$ cat src/rtl/lf_edge_timer_pkg.sv
// Shared constants and types for the LF edge-timing stage.
// Sample and width sizes match the upstream filter and the downstream demod.
package lf_edge_timer_pkg;

    localparam int LF_SAMPLE_W  = 8;
    localparam int LF_WIDTH_W   = 16;
    localparam int LF_DECAY_SH  = 6;
    localparam int LF_MIN_SWING = 16;

    typedef enum logic [1:0] {
        FIFO_EMPTY = 2'd0,
        FIFO_ONE   = 2'd1,
        FIFO_FULL  = 2'd2
    } fifo_occ_e;

endpackage

$ cat src/rtl/lf_edge_fifo.sv
// Two-entry valid/ready queue for {width, level} records.
// A push into a full queue with no pop is dropped and raises sticky overflow.
module lf_edge_fifo
    import lf_edge_timer_pkg::*;
#(
    parameter int W = LF_WIDTH_W + 1
) (
    input  logic         clk,
    input  logic         rst_n,
    input  logic         push,
    input  logic [W-1:0] din,
    input  logic         pop,
    input  logic         clr_overflow,
    output logic         valid,
    output logic [W-1:0] dout,
    output logic         overflow
);

    logic [W-1:0] head_r, tail_r, head_nxt_s, tail_nxt_s;
    fifo_occ_e    occ_r, occ_nxt_s;
    logic         valid_r, overflow_r, drop_s;

    // Next-state of the queue; head is cleared whenever it empties so outputs read 0.
    always_comb begin
        head_nxt_s = head_r;
        tail_nxt_s = tail_r;
        occ_nxt_s  = occ_r;
        drop_s     = 1'b0;
        case (occ_r)
            FIFO_EMPTY: begin
                if (push) begin
                    head_nxt_s = din;
                    occ_nxt_s  = FIFO_ONE;
                end else begin
                    occ_nxt_s  = FIFO_EMPTY;
                end
            end
            FIFO_ONE: begin
                if (push && pop) begin
                    head_nxt_s = din;
                end else if (push) begin
                    tail_nxt_s = din;
                    occ_nxt_s  = FIFO_FULL;
                end else if (pop) begin
                    head_nxt_s = {W{1'b0}};
                    occ_nxt_s  = FIFO_EMPTY;
                end else begin
                    occ_nxt_s  = FIFO_ONE;
                end
            end
            FIFO_FULL: begin
                if (pop) begin
                    head_nxt_s = tail_r;
                    tail_nxt_s = push ? din : {W{1'b0}};
                    occ_nxt_s  = push ? FIFO_FULL : FIFO_ONE;
                end else if (push) begin
                    drop_s     = 1'b1;
                end else begin
                    occ_nxt_s  = FIFO_FULL;
                end
            end
            default: begin
                head_nxt_s = {W{1'b0}};
                tail_nxt_s = {W{1'b0}};
                occ_nxt_s  = FIFO_EMPTY;
            end
        endcase
    end

    // Queue storage, occupancy and sticky overflow (a drop beats a clear).
    always_ff @(posedge clk or negedge rst_n) begin
        if (!rst_n) begin
            head_r     <= {W{1'b0}};
            tail_r     <= {W{1'b0}};
            occ_r      <= FIFO_EMPTY;
            valid_r    <= 1'b0;
            overflow_r <= 1'b0;
        end else begin
            head_r     <= head_nxt_s;
            tail_r     <= tail_nxt_s;
            occ_r      <= occ_nxt_s;
            valid_r    <= (occ_nxt_s != FIFO_EMPTY);
            if (drop_s) begin
                overflow_r <= 1'b1;
            end else if (clr_overflow) begin
                overflow_r <= 1'b0;
            end else begin
                overflow_r <= overflow_r;
            end
        end
    end

    assign valid    = valid_r;
    assign dout     = head_r;
    assign overflow = overflow_r;

endmodule

$ cat src/rtl/lf_edge_timer.sv
// Envelope tracker, self-centring hysteresis slicer and pulse-width timer
// for the filtered LF sample stream; widths are queued for the demod path.
module lf_edge_timer
    import lf_edge_timer_pkg::*;
#(
    parameter int DW        = LF_SAMPLE_W,
    parameter int CW        = LF_WIDTH_W,
    parameter int DECAY_SH  = LF_DECAY_SH,
    parameter int MIN_SWING = LF_MIN_SWING
) (
    input  logic          clk,
    input  logic          rst_n,
    input  logic [DW-1:0] adc_filtered,
    input  logic          data_rdy,
    input  logic          edge_ready,
    input  logic          clr_overflow,
    output logic          edge_valid,
    output logic [CW-1:0] edge_width,
    output logic          edge_level,
    output logic          cur_level,
    output logic          armed,
    output logic          overflow
);

    logic [DW-1:0]       max_r, min_r, max_nxt_s, min_nxt_s;
    logic [DECAY_SH-1:0] dcnt_r, dcnt_nxt_s;
    logic [CW-1:0]       cnt_r, cnt_nxt_s, cnt_inc_s;
    logic                cur_level_r, level_nxt_s, first_r, first_nxt_s;
    logic                armed_r, armed_nxt_s, armed_s, edge_s, push_s, decay_tick_s;
    logic [DW:0]         span_s;
    logic [DW+2:0]       span_ext_s, min_ext_s, s_ext_s, span3_s, hi_s, lo_s;
    logic [CW:0]         fifo_dout_s;

    // Thresholds come from the envelope as registered before this sample.
    assign span_s       = {1'b0, max_r} - {1'b0, min_r};
    assign span_ext_s   = {2'b00, span_s};
    assign min_ext_s    = {3'b000, min_r};
    assign s_ext_s      = {3'b000, adc_filtered};
    assign span3_s      = span_ext_s + (span_ext_s << 1);
    assign hi_s         = min_ext_s + (span3_s >> 2);
    assign lo_s         = min_ext_s + (span_ext_s >> 2);
    assign armed_s      = (span_s >= (DW+1)'(MIN_SWING));
    assign decay_tick_s = &dcnt_r;
    assign cnt_inc_s    = (&cnt_r) ? cnt_r : cnt_r + 1'b1;

    // Per-sample datapath update; everything holds on cycles without a sample.
    always_comb begin
        max_nxt_s   = max_r;
        min_nxt_s   = min_r;
        dcnt_nxt_s  = dcnt_r;
        cnt_nxt_s   = cnt_r;
        level_nxt_s = cur_level_r;
        first_nxt_s = first_r;
        armed_nxt_s = armed_r;
        edge_s      = 1'b0;
        push_s      = 1'b0;
        if (data_rdy) begin
            dcnt_nxt_s  = dcnt_r + 1'b1;
            armed_nxt_s = armed_s;
            if (adc_filtered > max_r) begin
                max_nxt_s = adc_filtered;
            end else if (decay_tick_s && (max_r > min_r)) begin
                max_nxt_s = max_r - 1'b1;
            end else begin
                max_nxt_s = max_r;
            end
            // Compare against the new max so a 1-LSB gap cannot cross over.
            if (adc_filtered < min_r) begin
                min_nxt_s = adc_filtered;
            end else if (decay_tick_s && (min_r < max_nxt_s)) begin
                min_nxt_s = min_r + 1'b1;
            end else begin
                min_nxt_s = min_r;
            end
            edge_s = armed_s && ((!cur_level_r && (s_ext_s >= hi_s)) ||
                                 ( cur_level_r && (s_ext_s <= lo_s)));
            if (!armed_s) begin
                cnt_nxt_s   = {CW{1'b0}};
                first_nxt_s = 1'b1;
            end else if (edge_s) begin
                cnt_nxt_s   = {CW{1'b0}};
                level_nxt_s = ~cur_level_r;
                first_nxt_s = 1'b0;
                push_s      = ~first_r;
            end else begin
                cnt_nxt_s   = cnt_inc_s;
            end
        end else begin
            push_s = 1'b0;
        end
    end

    // Datapath state registers.
    always_ff @(posedge clk or negedge rst_n) begin
        if (!rst_n) begin
            max_r       <= {DW{1'b0}};
            min_r       <= {DW{1'b1}};
            dcnt_r      <= {DECAY_SH{1'b0}};
            cnt_r       <= {CW{1'b0}};
            cur_level_r <= 1'b0;
            first_r     <= 1'b1;
            armed_r     <= 1'b0;
        end else begin
            max_r       <= max_nxt_s;
            min_r       <= min_nxt_s;
            dcnt_r      <= dcnt_nxt_s;
            cnt_r       <= cnt_nxt_s;
            cur_level_r <= level_nxt_s;
            first_r     <= first_nxt_s;
            armed_r     <= armed_nxt_s;
        end
    end

    lf_edge_fifo #(.W(CW + 1)) u_fifo (
        .clk          (clk),
        .rst_n        (rst_n),
        .push         (push_s),
        .din          ({cnt_inc_s, cur_level_r}),
        .pop          (edge_ready),
        .clr_overflow (clr_overflow),
        .valid        (edge_valid),
        .dout         (fifo_dout_s),
        .overflow     (overflow)
    );

    assign edge_width = fifo_dout_s[CW:1];
    assign edge_level = fifo_dout_s[0];
    assign cur_level  = cur_level_r;
    assign armed      = armed_r;

endmodule
$ cat config.mk
export PLATFORM = sky130hd
export DESIGN_NAME = lf_edge_timer
export DESIGN_NICKNAME = d
export VERILOG_FILES = /design/src/rtl/lf_edge_timer_pkg.sv /design/src/rtl/lf_edge_fifo.sv /design/src/rtl/lf_edge_timer.sv
export SDC_FILE = /design/constraint.sdc
export NUM_CORES = 1
export LEC_CHECK = 0
export BUFFER_PORTS_ARGS = -buffer_cell sky130_fd_sc_hd__buf_2
export CAP_MARGIN = 30
export CORE_MARGIN = 2
export CORE_UTILIZATION = 35
export CTS_CLUSTER_DIAMETER = 30
export DETAILED_ROUTE_END_ITERATION = 7
export HOLD_SLACK_MARGIN = 0.03
export PLACE_DENSITY = 0.57
export SYNTH_ARGS = -nofsm -noshare
export SYNTH_HDL_FRONTEND = slang
export SYNTH_HIERARCHICAL = 1
export SYNTH_SLANG_ARGS = --single-unit
$ cat constraint.sdc
create_clock -name clk -period 14.64 [get_ports clk]
set_clock_uncertainty 0.1 [all_clocks]
set_input_delay 1.464 -clock clk [delete_from_list [all_inputs] [get_ports clk]]
set_output_delay 1.464 -clock clk [all_outputs]
set_load 0.05 [all_outputs]
[After elaboration in Yosys (flattened, before gate mapping)]
Index checks and enable logic that the tools add are counted.
Word-level totals
  register bits after elaboration: 79
  output and inout port bits: 21
  word-level logic and storage cells: 94
Operators by class
  $add $sub $neg: 8
  $lt $le $gt $ge: 7
  equality and inequality tests: 9
  mux-type cells: 36
  bitwise gates (word level): 3
  reduce and logical (&&, ||, !) cells: 19
Operators by type and width (count)
  $mux 17: 8
  $pmux 17 s3: 2
  $mux 16: 3
  $mux 8: 5
  $add 16x1->16 const B: 1
  $gt 8x8->1: 2
  $lt 8x8->1: 2
  $reduce_and 16->1: 1
  $mux 1: 12
  $add 9x10->11: 1
  $add 8x9->10: 1
  $ge 8x10->1: 1
  $mux 2: 5
  $add 8x7->9: 1
  $ge 9x5->1 const B: 1
  $le 8x9->1: 1
  $sub 8x8->9: 1
  $add 8x1->8 const B: 1
  $reduce_and 4->1: 2
  $sub 8x1->8 const B: 1
  $add 6x1->6 const B: 1
  $logic_and 1x1->1: 6
  $ne 2x1->1 const B: 3
  $pmux 2 s3: 1
  other kinds (13): 19

[Depth between registers and ports, before layout]
Gate-level depths: netlist (run 1).
  word-level depth: 14
  mapped depth: 33

[Cells and area by module]
The synthesis (run 1) kept the hierarchy.
By module, submodules not included
  lf_edge_timer: times used 1, cells each 580, area each 4931.0 µm², sequential area each 1037.2 µm²
  lf_edge_fifo: times used 1, cells each 154, area each 1712.9 µm², sequential area each 950.9 µm²

[Least setup slack after synthesis (run 1)]
No wires, ideal clock.
  kind: register to register
  start point: reg min_r[0]
  end point: reg u_fifo.tail_r[11]
  library setup time: 0.121 ns
  arrival: 5.976 ns
  required time: 14.419 ns
  setup slack: 8.443 ns
  stages on the path, launching flop included: 32
  clock period less this slack: 6.197 ns
  cells stage by stage: dfstp_2 ha_1 inv_1 fa_1 a21o_1 a211o_1 a21oi_2 xnor2_1 inv_1 ha_1 and4_1 a21oi_1 and2_1 xnor2_1 ha_1 o21a_1 o31ai_1 nand2_1 ha_1 o21a_1 nor2_1 a2111oi_0 o21ai_1 o21ai_0 nand2_1 nor2_1 buf_4 nand2b_4 a211o_1 buf_6 buf_6 a22o_1
Between the ends
  longest elaborated chain between the ends: 13
RTL lines
  start, declared: RTL line lf_edge_timer.sv:25  | logic [DW-1:0] max_r, min_r, max_nxt_s, min_nxt_s;
  start signal, assigned: RTL line lf_edge_timer.sv:97  | min_r <= {DW{1'b1}};
  start signal, assigned: RTL line lf_edge_timer.sv:105  | min_r <= min_nxt_s;
  $sub 8x8->9: RTL line lf_edge_timer.sv:35  | assign span_s = {1'b0, max_r} - {1'b0, min_r};
  $add 9x10->11: RTL line lf_edge_timer.sv:39  | assign span3_s = span_ext_s + (span_ext_s << 1);
  $add 8x9->10: RTL line lf_edge_timer.sv:40  | assign hi_s = min_ext_s + (span3_s >> 2);
  $ge 8x10->1: RTL line lf_edge_timer.sv:75  | edge_s = armed_s && ((!cur_level_r && (s_ext_s >= hi_s)) ||
  $logic_and 1x1->1: RTL line lf_edge_timer.sv:75
  $logic_or 1x1->1: RTL line lf_edge_timer.sv:75
  $logic_and 1x1->1: RTL line lf_edge_timer.sv:75
  $mux 1: RTL line lf_edge_timer.sv:80  | end else if (edge_s) begin
  $mux 1 *: RTL line lf_edge_timer.sv:77  | if (!armed_s) begin
  $mux 1 *: RTL line lf_edge_timer.sv:57  | if (data_rdy) begin
  named net push_s: RTL line lf_edge_timer.sv:29  | logic armed_r, armed_nxt_s, armed_s, edge_s, push_s, decay_tick_s;
  $mux 17 / $logic_and 1x1->1 (equally long branches): RTL line lf_edge_fifo.sv:54, lf_edge_fifo.sv:39
  $mux 17 / $ne 2x2->1 (equally long branches)
  $pmux 17 s3 / $reduce_and 4->1 (equally long branches)
  end signal, assigned: RTL line lf_edge_fifo.sv:74  | tail_r <= {W{1'b0}};
  end signal, assigned: RTL line lf_edge_fifo.sv:80  | tail_r <= tail_nxt_s;
  end, declared: RTL line lf_edge_fifo.sv:19  | logic [W-1:0] head_r, tail_r, head_nxt_s, tail_nxt_s;
Mark *: on every way through the listed nets, which the timed path passes. The rest lies on a longest branch. The select of a mux whose other input is x is not followed.
A chain may end at the register's enable or synchronous reset.

[Worst setup path after layout (run 1)]
  start point: reg min_r[0]
  end point: reg u_fifo.head_r[12] (netlist: u_fifo/dout[12])
Between the ends
  longest elaborated chain between the ends: 13
RTL lines
  $sub 8x8->9: RTL line lf_edge_timer.sv:35
  $add 9x10->11: RTL line lf_edge_timer.sv:39
  $add 8x9->10: RTL line lf_edge_timer.sv:40
  $ge 8x10->1: RTL line lf_edge_timer.sv:75
  $logic_and 1x1->1: RTL line lf_edge_timer.sv:75
  $logic_or 1x1->1: RTL line lf_edge_timer.sv:75
  $logic_and 1x1->1: RTL line lf_edge_timer.sv:75
  $mux 1: RTL line lf_edge_timer.sv:80
  $mux 1 *: RTL line lf_edge_timer.sv:77
  $mux 1 *: RTL line lf_edge_timer.sv:57
  named net push_s: RTL line lf_edge_timer.sv:29
  $logic_and 1x1->1: RTL line lf_edge_fifo.sv:39  | if (push && pop) begin
  $ne 3x3->1 (no source line), or another cell as far along
  $reduce_and 4->1 (no source line) / $pmux 17 s3 (equally long branches)
  end signal, assigned: RTL line lf_edge_fifo.sv:73  | head_r <= {W{1'b0}};
  end signal, assigned: RTL line lf_edge_fifo.sv:79  | head_r <= head_nxt_s;
  end, declared: RTL line lf_edge_fifo.sv:19
Mark *: on every way through the listed nets, which the timed path passes. The rest lies on a longest branch.

==> metrics.txt, run 1 <==
first-pass GRT wire length 27300 um; Primary FF master, synth dfrtp_1; fin. max-slew vios 0; TritonCTS clock tree built; DRT Pass-1 Iters 5; largest net degree at the start of global routing 54; startpoint type of the worst setup path register; number of synthesized flops with an enable pin 0; setup TNS 0 ns; Area growth syn-to-layout 10.6%; flops & latches, synth 79; WP data required 14.82 ns; Post-DP Area 0.00701 sq mm; I/O Pins 34; commonest non-fill, non-tap cells in the layout ha_1 (83), nand2_1 (76), dfrtp_1 (70), nor2_1 (44), inv_1 (43); setup repair bufs after CTS 0; final setup fails 0; clock latency at the later pin of the worst-skew pair 0.35 ns; Most Frequent Cell on Critical Path ha_1; IO buf count 33; cts hold-fix bufs 0; delay-heaviest family, CP compound AO/OA/AOI/OAI gates; Site Rows 50; fraction of registers with async set/reset 1.00; total number of vias 5475; gr ovfl total 0; Synth Warn # 6; initial antenna violation count 0; post-DR vias/cell 5.48; CP max stage cell dfstp_2; vias in the first global route 5229; Die W 142 um; CP bufs+invs 2; H-tree depth 3; Clock Tree Buf Depth 2; sum of net half-perimeters after detailed placement 12400 um; fmax 135 MHz; iteration-0 DRC count of the detailed router 365; status complete, no violations; Setup CP Type reg -> reg; Synth Cell Area 0.00664 sq mm; layout cell share with drive strength beyond 1 0.133; Residual DRC 0; min cycle time layout 7.39 ns; most common cell after layout, fill and taps aside ha_1; root buf cell clkbuf_16; Mapped Nets 834; Final nets 860; Antenna Cells 0; Worst Tran Pin Value 0.875 ns; unrepaired setup endpoints after global routing false; Total GRT Usage 0.171; Cells after Synth 734; total die area 0.0201 sq mm; clock slew at reported path FFs 0.07 ns; ANT nets after route 0; Worst Path Max Fanout 18; Slew HR 0.417; cell total after placement 983; fin area 0.00735 sq mm; Die Ht 142 um; Crit. End Element register; post-cts resize count 0; global placer's final weighted congestion 0.844; wire length per cell 16.3 um; Cell variety after synth 77; CTS sink cnt 79; HP Class reg -> reg; post-route insts no fill 999; Max Cap Viol 0; initial core utilization 0.356; drt total wl 16300 um; CP arrival 7.57 ns; Final Cycle Share 0.505; core area 0.0186 sq mm; Post-Syn Area per Cell 9.05 sq um; CTS buffer count 9; CP peak stage delay 0.65 ns; Fin. Hold Viols 0; post-synthesis sequential area ratio 0.299
## logic make-up after synthesis
| logic type | after synthesis | share of synthesized area |
|---|---|---|
| AOI/OAI and AO/OA | 216 | 0.236 |
| xor gates and xnor gates | 36 | 0.0486 |
| adders and majority gates | 87 | 0.168 |
| buffers and inverters | 66 | 0.0467 |
| DFF | 79 | 0.299 |
| muxes | 8 | 0.0126 |
| and+or+nand+nor | 242 | 0.188 |
## final timing paths
kind                                        from                           to  slack [ns]  cells after the start
min                        dcnt_r[5]$_DFFE_PN0P_        dcnt_r[5]$_DFFE_PN0P_        0.37                      1
min in group asynchronous                  rst_n  u_fifo/overflow$_DFFE_PN0P_        0.81                      1
max in group asynchronous                  rst_n         cnt_r[8]$_DFFE_PN0P_       12.78                      3
min reg2reg                dcnt_r[5]$_DFFE_PN0P_        dcnt_r[5]$_DFFE_PN0P_        0.37                      1
max                         min_r[0]$_DFFE_PN1P_  u_fifo/dout[12]$_DFFE_PN0P_        7.25                     28
max reg2reg                 min_r[0]$_DFFE_PN1P_  u_fifo/dout[12]$_DFFE_PN0P_        7.25                     28
## sequential cells by signal, indices dropped and copies added (netlist names)
| register | flops |
|---|---|
| min_r | 8 |
| u_fifo/overflow | 1 |
| first_r | 1 |
| dcnt_r | 6 |
| u_fifo/occ_r | 2 |
| cnt_r | 16 |
| cur_level | 1 |
| armed | 1 |
| u_fifo/dout | 17 |
| u_fifo/valid | 1 |
| u_fifo/tail_r | 17 |
| max_r | 8 |
## synth_stat cells, types with 5 or more instances
cell	n	area [sq um]
nand3_1	19	95.1
dfstp_2	9	236
o2bb2ai_2	9	135
clkbuf_1	9	33.8
nor2b_1	10	62.6
nor3_1	11	55.1
o2bb2ai_1	7	61.3
a22o_1	19	166
dfrtp_1	70	1750
nand2b_1	7	43.8
a22oi_1	17	128
and2_1	5	31.3
o21ai_1	32	160
buf_6	6	67.6
a21o_1	12	90.1
ha_1	83	1040
o21ai_0	30	150
a21oi_1	39	195
xor2_1	15	131
mux2i_1	5	50.1
o21a_1	8	60.1
inv_1	43	161
nor4_1	5	31.3
xnor2_1	20	175
or3_1	7	43.8
nor2_1	44	165
and3_1	11	68.8
nand2_1	76	285
nand4_1	18	113
## layout make-up
cell class,instances,area [sq um]
fillers,1880,11300
multi-input cells,589,4350
flip-flops and latches,79,1990
well taps,234,293
clock buffers,9,225
repair buffers,37,218
inverters,44,165
clock inverters,7,114
## worst reg2reg max path, delay by kind of cell (launching register included)
kind,cells,cell delay [ns]
XOR/XNOR,2,0.39
AND/OR/NAND/NOR,7,1.76
buffers and inverters,2,0.17
flip-flops,1,0.65
adder cells (fa/ha/maj),5,1.50
AO/OA/AOI/OAI,12,2.76
## metal layers
| metal | track usage | wire (um) | vias to the layer above |
|---|---|---|---|
| met5 | 0 | 0 | - |
| met2 | 0.262 | 7170 | 120 |
| met4 | 0.0611 | 242 | 0 |
| met3 | 0.0209 | 556 | 15 |
| li1 | - | - | 2747 |
| met1 | 0.246 | 8370 | 2593 |
## stage by stage
| step | util | setup slack, ns | hold WS, ns |
|---|---|---|---|
| 2_1_floorplan | - | 8.44 | 0.335 |
| 5_1_grt | 0.394 | 6.57 | 0.395 |
| 3_5_place_dp | 0.376 | 7.22 | 0.363 |
| 4_1_cts | 0.394 | 7.19 | 0.373 |
| 6_report | 0.394 | 7.25 | 0.369 |
| 3_3_place_gp | 0.374 | 7.25 | 0.356 |
Power of run 1 is not shown: default switching activity piles up to over one toggle a cycle in this logic, so the estimate is an artifact.
==> run 2: changes to the inputs <==
Settings changed: PLACE_DENSITY 0.57 to 0.59.
Clock period 14.64 ns to 6.2 ns, I/O delays scaled along.
==> metrics.txt, run 2 (synthesis gave the netlist of run 1 again) <==
multi-input logic area 0.00453 sq mm; final setup fails 0; sum of net half-perimeters after detailed placement 12600 um; H-tree depth 3; WP data required 6.34 ns; Area growth syn-to-layout 17.9%; HP Class in -> async; Post-DP Area 0.00727 sq mm; Fin. Hold Viols 0; final core occ 0.420; clock slew at reported path FFs 0.07 ns; total number of vias 5634; clock latency at the later pin of the worst-skew pair 0.35 ns; CTS buffer count 9; Max Cap Viol 0; ANT nets after route 0; CTS sink cnt 79; Die Ht 142 um; IO buf count 33; fmax 168 MHz; fillers 1784; cts hold-fix bufs 0; FF/Latch Area 0.00199 sq mm; CP bufs+invs 4; Clock Tree Buf Depth 2; Worst Path Max Fanout 8; CP max stage cell dfstp_2; vias in the first global route 5291; initial antenna violation count 0; root buf cell clkbuf_16; global placer's final weighted congestion 0.829; Slew HR 0.313; unrepaired setup endpoints after global routing true; status complete, no violations; Residual DRC 0; Worst Tran Pin Value 1.03 ns; drt total wl 16900 um; Antenna Cells 0; TritonCTS clock tree built; gr ovfl total 0; Final nets 899; DRT Pass-1 Iters 5; worst slack at placement -0.00418 ns; fin area 0.00783 sq mm; delay-heaviest family, CP compound AO/OA/AOI/OAI gates; Die W 142 um; I/O Pins 34; Final Cycle Share 0.961; Crit. End Element register; Site Rows 50; Setup CP Type reg -> reg; post-DR vias/cell 5.43; min cycle time layout 5.96 ns; core area 0.0186 sq mm; CP peak stage delay 0.55 ns; Total GRT Usage 0.171; first-pass GRT wire length 27500 um; CP arrival 6.10 ns; layout cell share with drive strength beyond 1 0.210; commonest non-fill, non-tap cells in the layout nand2_1 (76), ha_1 (75), dfrtp_1 (70), nor2_1 (43), inv_1 (41); iteration-0 DRC count of the detailed router 374; initial core utilization 0.356; startpoint type of the worst setup path register; Worst Setup Slack, final 0.239 ns; most common cell after layout, fill and taps aside nand2_1; Most Frequent Cell on Critical Path ha_4; total die area 0.0201 sq mm; wire length per cell 16.3 um; largest net degree at the start of global routing 65; fin. max-slew vios 0
==> run 2: cell count changes in the layout (fill, tap and decap cells not counted), sizes merged <==
cell / previous run / this run
clkinv: 2 / 0
bufinv: 2 / 1
buf: 37 / 75
clkinvlp: 0 / 1
clkbuf: 9 / 11
inv: 47 / 48
==> run 2: final cells by class <==
class,instances,share of cell area
inverter,44,0.0211
clock inverter,6,0.00927
timing repair buffer,76,0.0701
clock buffer,10,0.0305
multi-input combinational,589,0.578
tap,234,0.0374
sequential,79,0.254
==> run 2: final timing paths <==
path                                  startpoint                            end  slack [ns]  depth (start not counted)
max                         min_r[0]$_DFFE_PN1P_  u_fifo/tail_r[14]$_DFFE_PN0P_        0.24                         30
max reg2reg                 min_r[0]$_DFFE_PN1P_  u_fifo/tail_r[14]$_DFFE_PN0P_        0.24                         30
min in group clk           dcnt_r[5]$_DFFE_PN0P_          dcnt_r[5]$_DFFE_PN0P_        0.37                          1
min reg2reg                dcnt_r[5]$_DFFE_PN0P_          dcnt_r[5]$_DFFE_PN0P_        0.37                          1
max in group asynchronous                  rst_n           max_r[7]$_DFFE_PN0P_        4.90                          2
min                                        rst_n           max_r[3]$_DFFE_PN0P_        0.03                          1
==> run 2: repair_timing <==
action,in CTS,in global routing
pin swaps,0,17
setup buffers,0,5
gates cloned,0,1
setup endpoints to repair,17,47
resized for setup,1,33
==> run 2: layer usage <==
layer  up-vias  share of wire  GRT usage
met4         0          0.015     0.0511
met3        20          0.038     0.0267
met5         -              0          0
met2       128           0.46      0.274
li1       2831              -          -
met1      2655           0.49      0.237
==> run 2: worst reg2reg max path, delay by kind of cell, from the launching register on <==
kind,cells,cell delay (ns)
AOI/OAI and AO/OA,12,2.31
buffers and inverters,4,0.52
xor gates and xnor gates,2,0.23
DFF,1,0.55
and+or+nand+nor,7,0.79
adders and majority gates,5,1.36
==> run 2: per-stage QoR <==
stage / TNS [ns] / cells / hold WS [ns]
floorplan: 0 / 734 / 0.224
global placement: 0 / 1016 / 0.360
detailed placement: -0.00763 / 1016 / 0.362
CTS: 0 / 1032 / 0.0349
global route: -1.17 / 1038 / 0.0407
finish: 0 / 1038 / 0.0320
Power of run 2 is left out for the same reason.
==> run 3: changes to the inputs <==
Settings changed: CELL_PAD_IN_SITES_DETAIL_PLACEMENT set to 1, CELL_PAD_IN_SITES_GLOBAL_PLACEMENT set to 1, PLACE_DENSITY 0.59 to 0.71.
==> metrics.txt, run 3 (synthesis gave the netlist of run 1 again) <==
Total GRT Usage 0.189; iteration-0 DRC count of the detailed router 287; clock slew at reported path FFs 0.07 ns; Worst path depth 30; DRT Pass-1 Iters 4; min cycle time layout 6.09 ns; Clock Tree Buf Depth 2; worst r2r dst u_fifo/tail_r[13]$_DFFE_PN0P_; post-route insts no fill 1049; initial antenna violation count 0; TritonCTS clock tree built; global placer's final weighted congestion 0.819; largest net degree at the start of global routing 65; worst slack at placement -0.168 ns; Worst Path Max Fanout 8; IO buf count 33; root buf cell clkbuf_16; post-DR vias/cell 5.59; first-pass GRT wire length 30300 um; CP arrival 6.22 ns; wire length per cell 18.2 um; CP peak stage delay 0.55 ns; drt total wl 19100 um; layout cell share with drive strength beyond 1 0.232; most common cell after layout, fill and taps aside nand2_1; Worst Tran Pin Value 1.08 ns; total die area 0.0201 sq mm; cells on worst reg2reg path 30; Die Ht 142 um; I/O Pins 34; cts hold-fix bufs 0; commonest non-fill, non-tap cells in the layout nand2_1 (75), ha_1 (72), dfrtp_1 (70), buf_4 (48), nor2_1 (43); sum of net half-perimeters after detailed placement 14300 um; fmax 164 MHz; Worst Setup Slack, final 0.107 ns; clock latency at the later pin of the worst-skew pair 0.34 ns; Final Cycle Share 0.983; Most Frequent Cell on Critical Path ha_4; Final nets 910; final core occ 0.431; Reg-to-Reg Start min_r[0]$_DFFE_PN1P_; gr ovfl total 0; CP max stage cell dfstp_2; cell total after placement 1019; CTS buffer count 9; Area growth syn-to-layout 20.8%; CP bufs+invs 4; Residual DRC 0; final setup fails 0; Antenna Cells 0; Slew HR 0.279; vias in the first global route 5729; status complete, no violations; startpoint type of the worst setup path register; Max Cap Viol 0; unrepaired setup endpoints after global routing true; Site Rows 50; CTS sink cnt 79; Setup CP Type reg -> reg; fin. max-slew vios 0; flop-to-flop setup slack 0.11 ns; ANT nets after route 0; initial core utilization 0.356; Crit. End Element register; delay-heaviest family, CP compound AO/OA/AOI/OAI gates; core area 0.0186 sq mm; total number of vias 5859; Fin. Hold Viols 0; WP data required 6.33 ns; setup TNS 0 ns; HP Class in -> async; H-tree depth 3; Die W 142 um
run 3: cell count changes in the layout (fill, tap and decap cells not counted), moves of 2 or more:
| cell | delta |
|---|---|
| a21oi_1 | -2 |
| ha_4 | +3 |
| ha_1 | -3 |
| o21ai_1 | +2 |
| o21ai_0 | -3 |
| buf_4 | +9 |
run 3: timing repair:
item | 4_1_cts | 5_1_grt
endpoints found under the setup margin | 35 | 37
hold endpoints to repair | 0 | 0
gates cloned | 0 | 2
buffers inserted | 1 | 11
resized for setup | 7 | 47
pin swaps | 1 | 34
run 3: through the flow:
step	area [sq um]	hold WS, ns
final	8030	0.0428
after detailed placement	7300	0.357
after CTS	7640	0.0395
after floorplan	6640	0.224
after global placement	7300	0.353
after global routing	8030	0.0493
run 3: cell type report:
type / count / area (sq um)
Fill cell: 2176 / 10600
Multi-Input combinational cell: 589 / 4620
Timing Repair Buffer: 87 / 653
Tap cell: 234 / 293
Sequential cell: 79 / 1990
Clock buffer: 9 / 225
Inverter: 44 / 165
Clock inverter: 7 / 83.8
run 3: worst max path at each step:
| stage | end | startpoint |
|---|---|---|
| CTS | u_fifo/tail_r[3]$_DFFE_PN0P_ | min_r[2]$_DFFE_PN1P_ |
| floorplan | u_fifo/tail_r[11]$_DFFE_PN0P_ | min_r[0]$_DFFE_PN1P_ |
| global placement | u_fifo/tail_r[8]$_DFFE_PN0P_ | min_r[0]$_DFFE_PN1P_ |
| finish | u_fifo/tail_r[13]$_DFFE_PN0P_ | min_r[0]$_DFFE_PN1P_ |
| global route | u_fifo/tail_r[13]$_DFFE_PN0P_ | min_r[0]$_DFFE_PN1P_ |
| detailed placement | u_fifo/tail_r[3]$_DFFE_PN0P_ | min_r[0]$_DFFE_PN1P_ |
run 3: layer usage:
layer | track usage | part of all wire
met1 | 0.262 | 0.48
met2 | 0.316 | 0.49
met3 | 0.0226 | 0.027
met4 | 0.0432 | 0.0052
met5 | 0 | 0
Power of run 3 is left out for the same reason.
